File: config.mk
export PLATFORM = sky130hd
export DESIGN_NAME = intc_irq_responder
export DESIGN_NICKNAME = d
export VERILOG_FILES = /design/src/rtl/intc_irq_responder.sv
export SDC_FILE = /design/constraint.sdc
export NUM_CORES = 1
export LEC_CHECK = 0
export BUFFER_PORTS_ARGS = -buffer_cell sky130_fd_sc_hd__clkbuf_2
export CORE_AREA = 2 2 87 89
export CTS_CLUSTER_SIZE = 25
export DETAILED_ROUTE_END_ITERATION = 10
export DIE_AREA = 0 0 89 91
export GPL_TIMING_DRIVEN = 1
export PLACE_DENSITY_LB_ADDON = 0.05
export SYNTH_ARGS = -nofsm -noshare
export SYNTH_HDL_FRONTEND = slang
export SYNTH_SLANG_ARGS = --single-unit
File: constraint.sdc
create_clock -name processor_clk -period 2.55 [get_ports processor_clk]
set_input_delay 0.3825 -clock processor_clk [delete_from_list [all_inputs] [get_ports processor_clk]]
set_output_delay 0.3825 -clock processor_clk [all_outputs]
set_load 0.01 [all_outputs]
File: src/rtl/intc_irq_responder.sv
// ---------------------------------------------------------------------------
// intc_irq_responder
//
// Processor-side responder for a level-sensitive interrupt controller.
// The responder captures the vector address and acknowledges the controller
// with a one-cycle "taken" code. It then waits for the controller to drop irq,
// bounded by a timeout. Next it offers the vector to a service engine with a
// valid/ready handshake and waits for the routine to finish. Finally it sends
// a one-cycle "return" code and counts the completed service.
//
// Ports
//   processor_clk      in   1   clock, all state on the rising edge
//   processor_rst      in   1   synchronous active-high reset
//   irq                in   1   level interrupt request
//   interrupt_address  in  32   vector address, valid while irq=1
//   processor_ack      out  2   00 idle, 01 taken, 10 return
//   enable             in   1   1 = accept new interrupts
//   vec_valid          out  1   vector offered to the service engine
//   vec_addr           out 32   captured vector address
//   vec_ready          in   1   service engine accepts the vector
//   svc_done           in   1   single-cycle pulse, service routine complete
//   busy               out  1   1 whenever the FSM is not idle
//   svc_count          out 16   completed services, saturating
//   timeout_err        out  1   sticky, irq failed to drop after acknowledge
//
// Parameters
//   TIMEOUT_CYCLES  cycles allowed for irq to drop after the acknowledge
//                   (2..65535)
//   SVC_COUNT_INIT  value that reset loads into svc_count. Keep the default
//                   of 0 in normal use. A nonzero value presets the counter,
//                   for example to reach the saturation point quickly.
// ---------------------------------------------------------------------------
module intc_irq_responder #(
    parameter int unsigned TIMEOUT_CYCLES = 64,
    parameter logic [15:0] SVC_COUNT_INIT = 16'h0000
) (
    input  logic        processor_clk,
    input  logic        processor_rst,
    input  logic        irq,
    input  logic [31:0] interrupt_address,
    output logic [1:0]  processor_ack,
    input  logic        enable,
    output logic        vec_valid,
    output logic [31:0] vec_addr,
    input  logic        vec_ready,
    input  logic        svc_done,
    output logic        busy,
    output logic [15:0] svc_count,
    output logic        timeout_err
);

    localparam logic [15:0] TIMER_LAST = 16'(TIMEOUT_CYCLES - 1);

    localparam logic [1:0] ACK_IDLE  = 2'b00;
    localparam logic [1:0] ACK_TAKEN = 2'b01;
    localparam logic [1:0] ACK_RET   = 2'b10;

    typedef enum logic [2:0] {
        S_IDLE     = 3'd0,
        S_ACK      = 3'd1,
        S_WAIT_LOW = 3'd2,
        S_DISPATCH = 3'd3,
        S_SERVICE  = 3'd4,
        S_RETURN   = 3'd5
    } state_t;

    state_t      state;
    logic [15:0] timer;

    // Counter increment that sticks at all-ones instead of wrapping.
    function automatic logic [15:0] sat_inc(input logic [15:0] value);
        if (value == 16'hFFFF) begin
            return value;
        end
        return value + 16'd1;
    endfunction

    always_ff @(posedge processor_clk) begin
        if (processor_rst) begin
            // Abandons any transaction in flight. No return code is issued.
            state       <= S_IDLE;
            vec_addr    <= '0;
            timer       <= '0;
            svc_count   <= SVC_COUNT_INIT;
            timeout_err <= 1'b0;
        end else begin
            case (state)
                S_IDLE: begin
                    // enable only gates leaving IDLE. It has no effect once a
                    // transaction has started.
                    if (irq && enable) begin
                        vec_addr <= interrupt_address;
                        state    <= S_ACK;
                    end
                end
                S_ACK: begin
                    timer <= '0;
                    state <= S_WAIT_LOW;
                end
                S_WAIT_LOW: begin
                    // timer holds the number of earlier WAIT_LOW cycles that
                    // had irq high. The timeout fires on the TIMEOUT_CYCLES-th
                    // cycle if irq is still high.
                    if (!irq) begin
                        state <= S_DISPATCH;
                    end else if (timer == TIMER_LAST) begin
                        timeout_err <= 1'b1;
                        state       <= S_DISPATCH;
                    end else begin
                        timer <= timer + 16'd1;
                    end
                end
                S_DISPATCH: begin
                    if (vec_ready) begin
                        state <= S_SERVICE;
                    end
                end
                S_SERVICE: begin
                    if (svc_done) begin
                        state <= S_RETURN;
                    end
                end
                S_RETURN: begin
                    svc_count <= sat_inc(svc_count);
                    state     <= S_IDLE;
                end
                default: begin
                    state <= S_IDLE;
                end
            endcase
        end
    end

    // Moore outputs decoded directly from the state register.
    always_comb begin
        processor_ack = ACK_IDLE;
        if (state == S_ACK) begin
            processor_ack = ACK_TAKEN;
        end else if (state == S_RETURN) begin
            processor_ack = ACK_RET;
        end
    end

    assign vec_valid = (state == S_DISPATCH);
    assign busy      = (state != S_IDLE);

endmodule

# == After elaboration in Yosys (flattened, before gate mapping) ==
# Cells that the tools add are included.
# totals
ff_bits,68
latch_bits,0
ram_bits,0
mem_bits_ro,0
inputBits,38
wordCells,45
memories,0
# classes
add_sub_neg,2
multipliers,0
div,0
magnitude_cmp,0
n_eq_ne,14
shift,0
mux,15
n_bitwise,0
reduce_logical,9
# op_table
operator,n
$mux 16,3
$add 16x1->16 const B,2
$pmux 16 s2,1
$eq 16x16->1 const B,1
$eq 16x6->1 const B,1
$mux 3,5
$pmux 3 s5,1
$ne 2x2->1 const B,5
$eq 3x2->1 const B,2
$eq 3x3->1 const B,2
$reduce_and 3->1,2
$mux 2,2
$reduce_and 2->1,2
$reduce_and 4->1,1
$eq 3x1->1 const B,1
$logic_not 3->1,1
$mux 1,3
$ne 3x3->1 const B,1
$reduce_bool 3->1,1
$ne 2x1->1 const B,1
$reduce_bool 2->1,1
$logic_and 1x1->1,1

# == Depth between registers and ports, before layout ==
# Gate-level depths: netlist of run 1.
# depth
word_depth,6
mapped_depth,7
ltp_nobuf,6

# == Worst setup path after synthesis of run 1 ==
# OpenSTA, ideal clock, no wires.
# synth_path
path_kind,register -> register
from,register svc_count[0]
to,register svc_count[7]
t_arrival_ps,1694
path_slack_ps,729
stages_incl_launch_ff,7
period_less_slack_ps,1821
cell_sequence,dfxtp_1 ha_1 nand3_1 o41ai_2 nor3_1 xnor2_1 nor2_1
# synth_via
elab_chain_len,6
word_cells_on_any_way,8
# synth_lines
element,line_no,source
start: declaration,48,"output logic [15:0] svc_count,"
start signal: assignment,124,svc_count <= sat_inc(svc_count);
$eq 16x16->1,72,if (value == 16'hFFFF) begin
$mux 1,72,
$mux 1,87,case (state)
$mux 1,79,if (processor_rst) begin
$ne 2x2->1 (no line),--,
$reduce_and 2->1 (no line),--,
# Parallel ways exist; a longest one is shown, timed or not. The select of a mux whose other input is x is not followed.
# A chain may end at the register's enable or synchronous reset.

# == Final worst setup path of run 1 ==
# Ends and elaborated chain as after synthesis.

==> flow_metrics.py, run 1 <==
metrics = {
    "placement": {
        "dp.cells": 535,
        "place_hpwl_um": 5030,
        "gp_congestion": 0.814,
        "port_buffers": 90,
    },
    "sta": {
        "fin_crit_ns": 2.04,
        "rsz0062_at_grt": "no",
        "slew_headroom_pct": 54.0,
        "fin_crit_sh_pct": 79.8,
        "clock_skew_ns": 0.00771,
        "setup_tns_ns": 0,
        "max_freq_mhz": 491,
        "hold_viol": 0,
        "worst_pin_slew_ns": 0.682,
        "slew_violations": 0,
        "fin_hold_ws_ns": 0.259,
        "setup_viol": 0,
    },
    "yosys": {
        "syn_area_um2": 2940,
        "async_flop_share_pct": 0,
        "synthCells": 359,
        "synth_top_area_share_pct": 46.3,
        "yosys_warnings": 0,
        "synth_area_leader_cell": "dfxtp_1",
        "syn-mean-instance-area_um2": 8.19,
        "synth_edf_count": 0,
        "syn_nets": 399,
        "synth_top_flop_cell": "dfxtp_1",
        "ys_seq_elements": 68,
        "synth_most_common_cell": "nand2_1",
        "yosysSeqAreaShare_pct": 46.3,
        "synth_common_cells": "nand2_1 (79), dfxtp_1 (68), a21oi_1 (41)",
        "synth.area.top_cells": "dfxtp_1 (46%), nand2_1 (10%), a21oi_1 (7.0%), nor2_1 (3.8%), nand3_1 (3.1%)",
        "ys_types": 47,
    },
    "clock_network": {
        "cts_root_buffer": "clkbuf_8",
        "cts_made_buffers": 9,
        "cts.repair.resized": 0,
        "cts_hold_buf": 0,
        "cts_sinks": 68,
        "h-tree-depth": 3,
        "post_cts_buffers": 0,
        "cts_tree": "yes",
        "clock_path_buffers": 2,
        "clk_pin_slew_worst_paths_ns": 0.08,
        "clock_latency_ns": 0.33,
    },
    "drt": {
        "ant_nets": 0,
        "wl_per_cell_um": 13.2,
        "wl_um": 7270,
        "viasPerCell": 5.03,
        "drtPass1Iterations": 5,
        "drtIter0Drc": 122,
        "drc": 0,
        "via_count": 2772,
    },
    "worst_setup_path": {
        "cp-start-kind": "flip-flop",
        "critPathSlowestCell": "o41ai_2",
        "critPathKind": "reg2reg",
        "path_cells": "ha_1 -> nand3_1 -> o41ai_2 -> nor3_1 -> xnor2_1 -> nor2_1",
        "rr_endpoint": "svc_count[7]",
        "rrSetupSlack_ns": 0.51,
        "r2r_cells": 6,
        "reg2reg_from": "svc_count[0]",
        "critPathArrivalTime_ns": 2.24,
        "worst_ep_required_time_ns": 2.75,
        "critPathCaptureType": "flip-flop",
        "crit_fanout": 6,
        "slowest_delay_ns": 0.73,
    },
    "grt": {
        "grt_pass1_vias": 2507,
        "grt_max_degree": 33,
        "grt_pass1_wl_um": 12000,
        "grt_usage_pct": 18.7,
        "antenna_found_initial": 0,
        "grt.met1_usage_pct": 24.5,
        "grt-busiest-layer": "met2",
        "grt_util_met2_pct": 29.4,
        "use_met3_pct": 3.91,
        "gr-total-overflow": 0,
    },
    "worst_hold_path": {
        "min_delay_path_depth": 3,
        "min_to": "vec_addr[24]",
        "hp-start": "interrupt_address[24]",
        "hold_class": "in2reg",
    },
    "cells_and_area": {
        "instances_no_fill": 551,
        "n_antenna_cell": 0,
        "syn_to_final_growth_pct": 25.6,
        "layout-drive-gt1-share_pct": 26.5,
        "postLayoutCoreUtil_pct": 51.8,
        "final_nets": 487,
    },
    "power_and_ir_drop": {
        "power.internal_mw": 1.73,
        "ir_drop_v": 0.000283,
        "combPwrFrac_pct": 9.1,
        "power_frac_seq_pct": 48.6,
        "p_sw_share_pct": 24.8,
        "p_sw_mw": 0.569,
        "p_leak_nw": 1.50,
        "clkPwrFrac_pct": 42.3,
        "power_density_nw_per_um2": 621,
    },
    "floorplan": {
        "rows": 31,
        "die-width_um": 89,
        "die_h_um": 91,
        "die_area_um2": 8100,
        "core_um2": 7140,
        "io-pin-count": 91,
        "start_util_pct": 41.2,
    },
    "outcome": {
        "status": "finished, final reports clean",
    },
    "flow_run": {
        "cap_viol_max_count": 0,
    },
}
## placed cells by master, fill, tap and decap left out, types with 3 or more instances in the layout
master / netlist / layout
clkbuf_2: 0 / 90
nand2_1: 79 / 79
dfxtp_1: 68 / 68
a21oi_1: 41 / 41
nor2_1: 30 / 29
nand3_1: 18 / 18
xnor2_1: 9 / 9
clkbuf_8: 0 / 9
and3_1: 8 / 8
nor4_1: 8 / 8
xor2_1: 7 / 7
nand4_1: 7 / 7
o21ai_0: 6 / 6
or3_1: 4 / 4
inv_1: 4 / 4
or4_1: 4 / 4
o31ai_1: 4 / 4
nor3_1: 4 / 4
buf_4: 0 / 4
and4_1: 3 / 3
o21ai_1: 3 / 3
## layer usage
| metal | vias up | wire length (um) |
|---|---|---|
| li1 | 1439 | - |
| met1 | 1254 | 3370 |
| met2 | 67 | 3450 |
| met3 | 12 | 330 |
| met4 | 0 | 121 |
| met5 | - | 0 |
## cell families (layout without fill, tap and decap cells)
| logic type | count (synthesis) | count (layout) | synth area share [%] |
|---|---|---|---|
| XOR/XNOR | 16 | 16 | 4.76 |
| buffers and inverters | 22 | 115 | 2.98 |
| multiplexers | 2 | 2 | 0.681 |
| AO/OA/AOI/OAI | 70 | 70 | 14.7 |
| AND/OR/NAND/NOR | 179 | 179 | 29.8 |
| flip-flops | 68 | 68 | 46.3 |
| adder cells (fa/ha/maj) | 2 | 2 | 0.851 |
## flip-flops by register name, indices dropped and copies added, names as in the netlist
register and flops:
svc_count 16, vec_addr 32, timer 16, state 3
timeout_err 1
## power by group through the flow
stage,logic [mW],registers [mW],clock network [mW]
2_1_floorplan,0.109,1.15,0
3_3_place_gp,0.209,1.14,0
3_5_place_dp,0.211,1.14,0
4_1_cts,0.212,1.12,0.999
5_1_grt,0.235,1.12,1.05
6_report,0.208,1.12,0.971
## through the flow
step           worst slack (ns)  power [mW]  area (um^2)
2_1_floorplan             0.729        1.26         2940
3_3_place_gp              0.607        1.35         3480
3_5_place_dp              0.542        1.35         3480
4_1_cts                   0.491        2.33         3700
5_1_grt                   0.372        2.41         3700
6_report                  0.514        2.29         3700
## worst max-delay path by stage
stage	startpoint	endpoint	slack [ns]	depth (start not counted)
final	svc_count[0]	svc_count[7]	0.51	6
after detailed placement	svc_count[0]	svc_count[7]	0.54	6
after global routing	svc_count[0]	svc_count[7]	0.37	6
after CTS	svc_count[0]	svc_count[7]	0.49	6
after floorplan	svc_count[0]	svc_count[7]	0.73	6
after global placement	svc_count[0]	svc_count[5]	0.61	6
## critical path, delay by kind of cell (launching register included)
kind / cells / cell delay [ns]
xor+xnor: 1 / 0.16
flops: 1 / 0.42
compound gates: 1 / 0.73
fa+ha+maj: 1 / 0.24
simple gates: 3 / 0.36
## final cells by class
| class | count | area, um^2 |
|---|---|---|
| Clock buffer | 10 | 128 |
| Clock inverter | 6 | 88.8 |
| Fill cell | 736 | 3440 |
| Inverter | 5 | 18.8 |
| Multi-Input combinational cell | 269 | 1500 |
| Sequential cell | 68 | 1360 |
| Tap cell | 99 | 124 |
| Timing Repair Buffer | 94 | 480 |
Power figures use the tool's default switching activity.
==> run 2, diff against run 1 <==
Clock period 2.55 ns to 1.8 ns, I/O delays scaled along.
==> run 2 against run 1 <==
Effect of this change: clock power grew 41%; first-iteration DRC count shrank 16%; largest power group unchanged; core utilization grew 3.8 points; wire length grew 4.0%; setup slack lost 0.48 ns; via count grew 5.0%; sequential share of layout area shrank 2.5 points; final area grew 7.4%; flip-flop and latch count is the same; clock-buffer cell count shrank 1; total power grew 42%.
==> flow_metrics.py, run 2 (synthesized netlist as in run 1, its figures left out) <==
metrics = {
    "grt": {
        "antenna_found_initial": 0,
        "grt_pass1_wl_um": 12400,
        "grt_max_degree": 33,
        "grt_pass1_vias": 2639,
        "gr-total-overflow": 0,
        "grt_usage_pct": 19.2,
    },
    "worst_setup_path": {
        "crit_fanout": 9,
        "critPathArrivalTime_ns": 1.99,
        "worst_ep_required_time_ns": 2.02,
        "critPathKind": "reg2reg",
        "critPathCaptureType": "flip-flop",
        "cp-start-kind": "flip-flop",
    },
    "outcome": {
        "status": "finished, final reports clean",
    },
    "flow_run": {
        "cap_viol_max_count": 0,
    },
    "cells_and_area": {
        "instances_no_fill": 580,
        "nFillCells": 724,
        "postLayoutCellArea_um2": 3970,
        "final_nets": 517,
        "top_register": "vec_addr",
        "layout_common_cells": "clkbuf_2 (90), nand2_1 (78), dfxtp_1 (66), a21oi_1 (40), buf_4 (33)",
        "layout-drive-gt1-share_pct": 32.8,
        "final_common_cell": "clkbuf_2",
        "n_antenna_cell": 0,
        "syn_to_final_growth_pct": 35.0,
        "top_regs": "vec_addr: 32 flops, svc_count: 16 flops, timer: 16 flops",
        "largest_reg_flops": 32,
    },
    "sta": {
        "hold_viol": 0,
        "rsz0062_at_grt": "yes",
        "fin_hold_ws_ns": 0.138,
        "setup_viol": 0,
        "fin_crit_sh_pct": 98.2,
        "worst_pin_slew_ns": 0.493,
        "slew_headroom_pct": 66.6,
        "max_freq_mhz": 566,
        "clock_skew_ns": 0.00791,
        "setup_tns_ns": 0,
        "fin_crit_ns": 1.77,
        "slew_violations": 0,
    },
    "clock_network": {
        "cts_root_buffer": "clkbuf_8",
        "clock_latency_ns": 0.35,
        "cts_tree": "yes",
        "clk_pin_slew_worst_paths_ns": 0.07,
        "h-tree-depth": 3,
        "cts_hold_buf": 0,
        "clock_path_buffers": 2,
        "cts_made_buffers": 9,
        "cts_sinks": 68,
    },
    "placement": {
        "placed_area_um2": 3720,
        "place_hpwl_um": 5510,
        "gp_congestion": 0.798,
        "port_buffers": 90,
        "dp.cells": 564,
    },
    "drt": {
        "wl_per_cell_um": 13.0,
        "ant_nets": 0,
        "drtIter0Drc": 102,
        "drc": 0,
        "viasPerCell": 5.02,
        "wl_um": 7560,
        "via_count": 2911,
        "drtPass1Iterations": 6,
    },
    "power_and_ir_drop": {
        "p_leak_nw": 1.67,
        "fin_total_pwr_mw": 3.26,
        "power_density_nw_per_um2": 822,
        "ir_drop_v": 0.000493,
    },
    "worst_hold_path": {
        "hold_class": "in2reg",
    },
    "floorplan": {
        "die-width_um": 89,
        "rows": 31,
        "io-pin-count": 91,
        "die_area_um2": 8100,
        "die_h_um": 91,
        "start_util_pct": 41.2,
        "core_um2": 7140,
    },
}
run 2: metal layers:
metal	part of all wire, %	global-route usage, %	up-vias
met5	0	0	-
met3	4.4	4.36	11
met2	48	30.9	64
met1	46	24.8	1332
li1	-	-	1504
met4	1.7	6.84	0
run 2: path summary, 6_finish.rpt:
path	start	to	slack, ns	depth (start not counted)
worst max-delay path	timer[6]	timer[1]	0.03	5
worst max register to register	timer[6]	timer[1]	0.03	5
worst min-delay path	interrupt_address[27]	vec_addr[27]	0.14	3
worst min register to register	vec_addr[18]	vec_addr[18]	0.46	2
run 2: worst max-delay path, cell delays in order, from the launching register on:
cell	delay (ns)
dfxtp_2	0.33
or4_4	0.55
nor4_4	0.30
a21oi_4	0.15
o211ai_1	0.22
o41ai_2	0.10
run 2: final cells by class:
| class | instances | area [um^2] | share of cell area [%] |
|---|---|---|---|
| Sequential cell | 68 | 1360 | 34.4 |
| Clock buffer | 9 | 124 | 3.12 |
| Timing Repair Buffer | 124 | 718 | 18.1 |
| Tap cell | 99 | 124 | 3.12 |
| Clock inverter | 6 | 88.8 | 2.24 |
| Multi-Input combinational cell | 269 | 1530 | 38.6 |
| Inverter | 5 | 18.8 | 0.473 |
run 2: stage by stage:
step | worst slack, ns | util, %
2_1_floorplan | 0.0297 | -
3_3_place_gp | 0.0836 | 52.1
3_5_place_dp | 0.0506 | 52.1
4_1_cts | 0.0298 | 55.1
5_1_grt | -0.0284 | 55.6
6_report | 0.0319 | 55.6
run 2: timing repair:
item,in CTS,in global routing
gates resized for setup,0,10
setup buffers,0,1
endpoints found under the setup margin,0,11
run 2: report_power, final:
part / switching [mW] / total (mW) / internal, mW
clock network: 0.593 / 1.37 / 0.774
registers: 0.0280 / 1.58 / 1.55
logic: 0.189 / 0.321 / 0.132
==> run 3, diff against run 2 <==
--- a/config.mk
+++ b/config.mk
@@ -13,4 +13,5 @@
 export GPL_TIMING_DRIVEN = 1
 export PLACE_DENSITY_LB_ADDON = 0.05
+export SETUP_SLACK_MARGIN = 0.2
 export SYNTH_ARGS = -nofsm -noshare
 export SYNTH_HDL_FRONTEND = slang
==> constraint.sdc (replaced) <==
create_clock -name processor_clk -period 1.8 [get_ports processor_clk]
set_input_delay 0 -clock processor_clk [delete_from_list [all_inputs] [get_ports processor_clk]]
set_output_delay 0 -clock processor_clk [all_outputs]
set_load 0.01 [all_outputs]
==> run 3 against run 2 <==
Effect of this change: maximum frequency is 0.43% lower; sequential power hardly changed; first-iteration DRC count is 3.9% higher; cell count is 8.4% higher; clock skew is 0.0037 ns lower; flip-flop and latch count stayed put; critical path type unchanged; largest cell class unchanged; largest power group unchanged.
==> flow_metrics.py, run 3 (synthesized netlist as in run 1, its figures left out) <==
metrics = {
    "outcome": {
        "status": "finished, final reports clean",
    },
    "grt": {
        "grt_usage_pct": 20.8,
        "antenna_found_initial": 0,
        "grt_pass1_vias": 2903,
        "grt_pass1_wl_um": 13500,
        "grt_max_degree": 26,
        "gr-total-overflow": 0,
    },
    "worst_setup_path": {
        "path_cells": "or4_4 -> nor4_4 -> buf_4 -> a21oi_4 -> o211ai_1 -> o41ai_2",
        "critPathKind": "reg2reg",
        "critPathSlowestCell": "or4_4",
        "crit_buf_inv": 1,
        "critPathCaptureType": "flip-flop",
        "worst_ep_required_time_ns": 2.02,
        "critPathTopFamily": "simple AND/OR/NAND/NOR gates",
        "rrSetupSlack_ns": 0.02,
        "reg2reg_from": "timer[7]",
        "crit_fanout": 5,
        "r2r_cells": 6,
        "cp-start-kind": "flip-flop",
        "slowest_delay_ns": 0.55,
        "critPathArrivalTime_ns": 2.00,
        "rr_endpoint": "timer[1]",
    },
    "sta": {
        "setup_viol": 0,
        "setup_slack_ns": 0.0243,
        "fin_hold_ws_ns": 0.173,
        "rsz0062_at_grt": "yes",
        "slew_headroom_pct": 70.7,
        "slew_violations": 0,
        "hold_viol": 0,
        "fin_crit_sh_pct": 98.7,
        "fin_crit_ns": 1.78,
        "clock_skew_ns": 0.00422,
        "max_freq_mhz": 563,
        "worst_pin_slew_ns": 0.433,
    },
    "drt": {
        "wl_per_cell_um": 13.5,
        "viasPerCell": 5.02,
        "wl_um": 8470,
        "via_count": 3160,
        "drtPass1Iterations": 4,
        "drc": 0,
        "drtIter0Drc": 106,
        "ant_nets": 0,
    },
    "placement": {
        "place_hpwl_um": 5520,
        "gp_congestion": 0.827,
        "preCtsSetupSlack_ns": 0.0218,
        "port_buffers": 90,
    },
    "worst_hold_path": {
        "hp-start": "svc_done",
        "min_to": "state[0]",
        "hold_class": "in2reg",
        "min_delay_path_depth": 5,
    },
    "power_and_ir_drop": {
        "power_frac_seq_pct": 46.7,
        "combPwrFrac_pct": 12.5,
        "clkPwrFrac_pct": 40.9,
        "power_density_nw_per_um2": 728,
        "fin_total_pwr_mw": 3.37,
        "ir_drop_v": 0.000484,
        "p_sw_mw": 0.849,
        "p_sw_share_pct": 25.2,
        "p_leak_nw": 1.93,
        "power.internal_mw": 2.52,
    },
    "floorplan": {
        "die-width_um": 89,
        "io-pin-count": 91,
        "rows": 31,
        "die_h_um": 91,
        "core_um2": 7140,
        "start_util_pct": 41.2,
        "die_area_um2": 8100,
    },
    "cells_and_area": {
        "nFillCells": 644,
        "layout-drive-gt1-share_pct": 40.4,
        "final_nets": 566,
        "final_common_cell": "clkbuf_2",
        "layout_common_cells": "clkbuf_2 (90), nand2_1 (78), dfxtp_1 (45), buf_4 (42), a21oi_1 (39)",
        "n_antenna_cell": 0,
        "syn_to_final_growth_pct": 57.5,
        "largest_reg_flops": 32,
        "top_register": "vec_addr",
        "top_regs": "vec_addr: 32 flops, svc_count: 16 flops, timer: 16 flops",
    },
    "flow_run": {
        "cap_viol_max_count": 0,
    },
    "clock_network": {
        "clock_path_buffers": 2,
        "h-tree-depth": 3,
        "cts_sinks": 68,
        "clk_pin_slew_worst_paths_ns": 0.07,
        "cts_made_buffers": 9,
        "cts_root_buffer": "clkbuf_8",
        "clock_latency_ns": 0.34,
        "cts_tree": "yes",
    },
}
==> run 3: cell types whose count changed in the layout (fill, tap and decap cells not counted), sizes merged <==
cell         delta
dlygate4sd3    +34
nand2           +1
a21oi           +1
buf            +13
==> run 3: what timing repair did <==
| item | in CTS | in global routing |
|---|---|---|
| endpoints found under the hold margin | 34 | 0 |
| pin swaps | 16 | 27 |
| setup buffers | 9 | 9 |
| setup endpoints to repair | 27 | 45 |
| cloned | 2 | 0 |
| resized for setup | 23 | 37 |
| hold buffers | 34 | 0 |
==> run 3: worst max-delay path by stage <==
stage | startpoint | cells past startpoint | endpoint
after global placement | timer[15] | 5 | timer[1]
final | timer[7] | 6 | timer[1]
after detailed placement | timer[15] | 5 | timer[1]
after global routing | timer[7] | 6 | timer[1]
after floorplan | timer[15] | 5 | timer[1]
after CTS | timer[6] | 6 | timer[1]
==> run 3: power groups by stage <==
stage	logic [mW]	registers, mW	clock network (mW)
2_1_floorplan	0.167	1.63	0
3_3_place_gp	0.334	1.61	0
3_5_place_dp	0.336	1.61	0
4_1_cts	0.402	1.57	1.40
5_1_grt	0.462	1.58	1.47
6_report	0.420	1.57	1.38
==> run 3: worst register-to-register path, delay by kind of cell, from the launching register on <==
| family | cells | cell delay (ns) |
|---|---|---|
| buffers and inverters | 1 | 0.18 |
| AOI/OAI and AO/OA | 3 | 0.39 |
| DFF | 1 | 0.33 |
| and+or+nand+nor | 2 | 0.76 |
==> run 3: area by class of cell <==
class,count,area [um^2],area share [%]
Clock inverter,6,88.8,1.92
Sequential cell,68,1400,30.1
Inverter,5,21.3,0.459
Timing Repair Buffer,171,1160,25.1
Tap cell,99,124,2.67
Clock buffer,9,124,2.67
Multi-Input combinational cell,271,1720,37.1
==> run 3: through the flow <==
| step | TNS (ns) | area [um^2] | util (%) | instances |
|---|---|---|---|---|
| after floorplan | 0 | 3030 | - | 359 |
| final | 0 | 4630 | 64.9 | 629 |
| after global routing | -0.111 | 4630 | 64.9 | 629 |
| after CTS | 0 | 4450 | 62.4 | 620 |
| after detailed placement | 0 | 3740 | 52.4 | 560 |
| after global placement | 0 | 3740 | 52.4 | 560 |
==> run 3: per-layer routing <==
metal / global-route usage [%] / part of all wire [%]
met1: 25.8 / 44
met2: 34.6 / 49
met3: 4.27 / 5.2
met4: 8.58 / 1.9
met5: 0 / 0
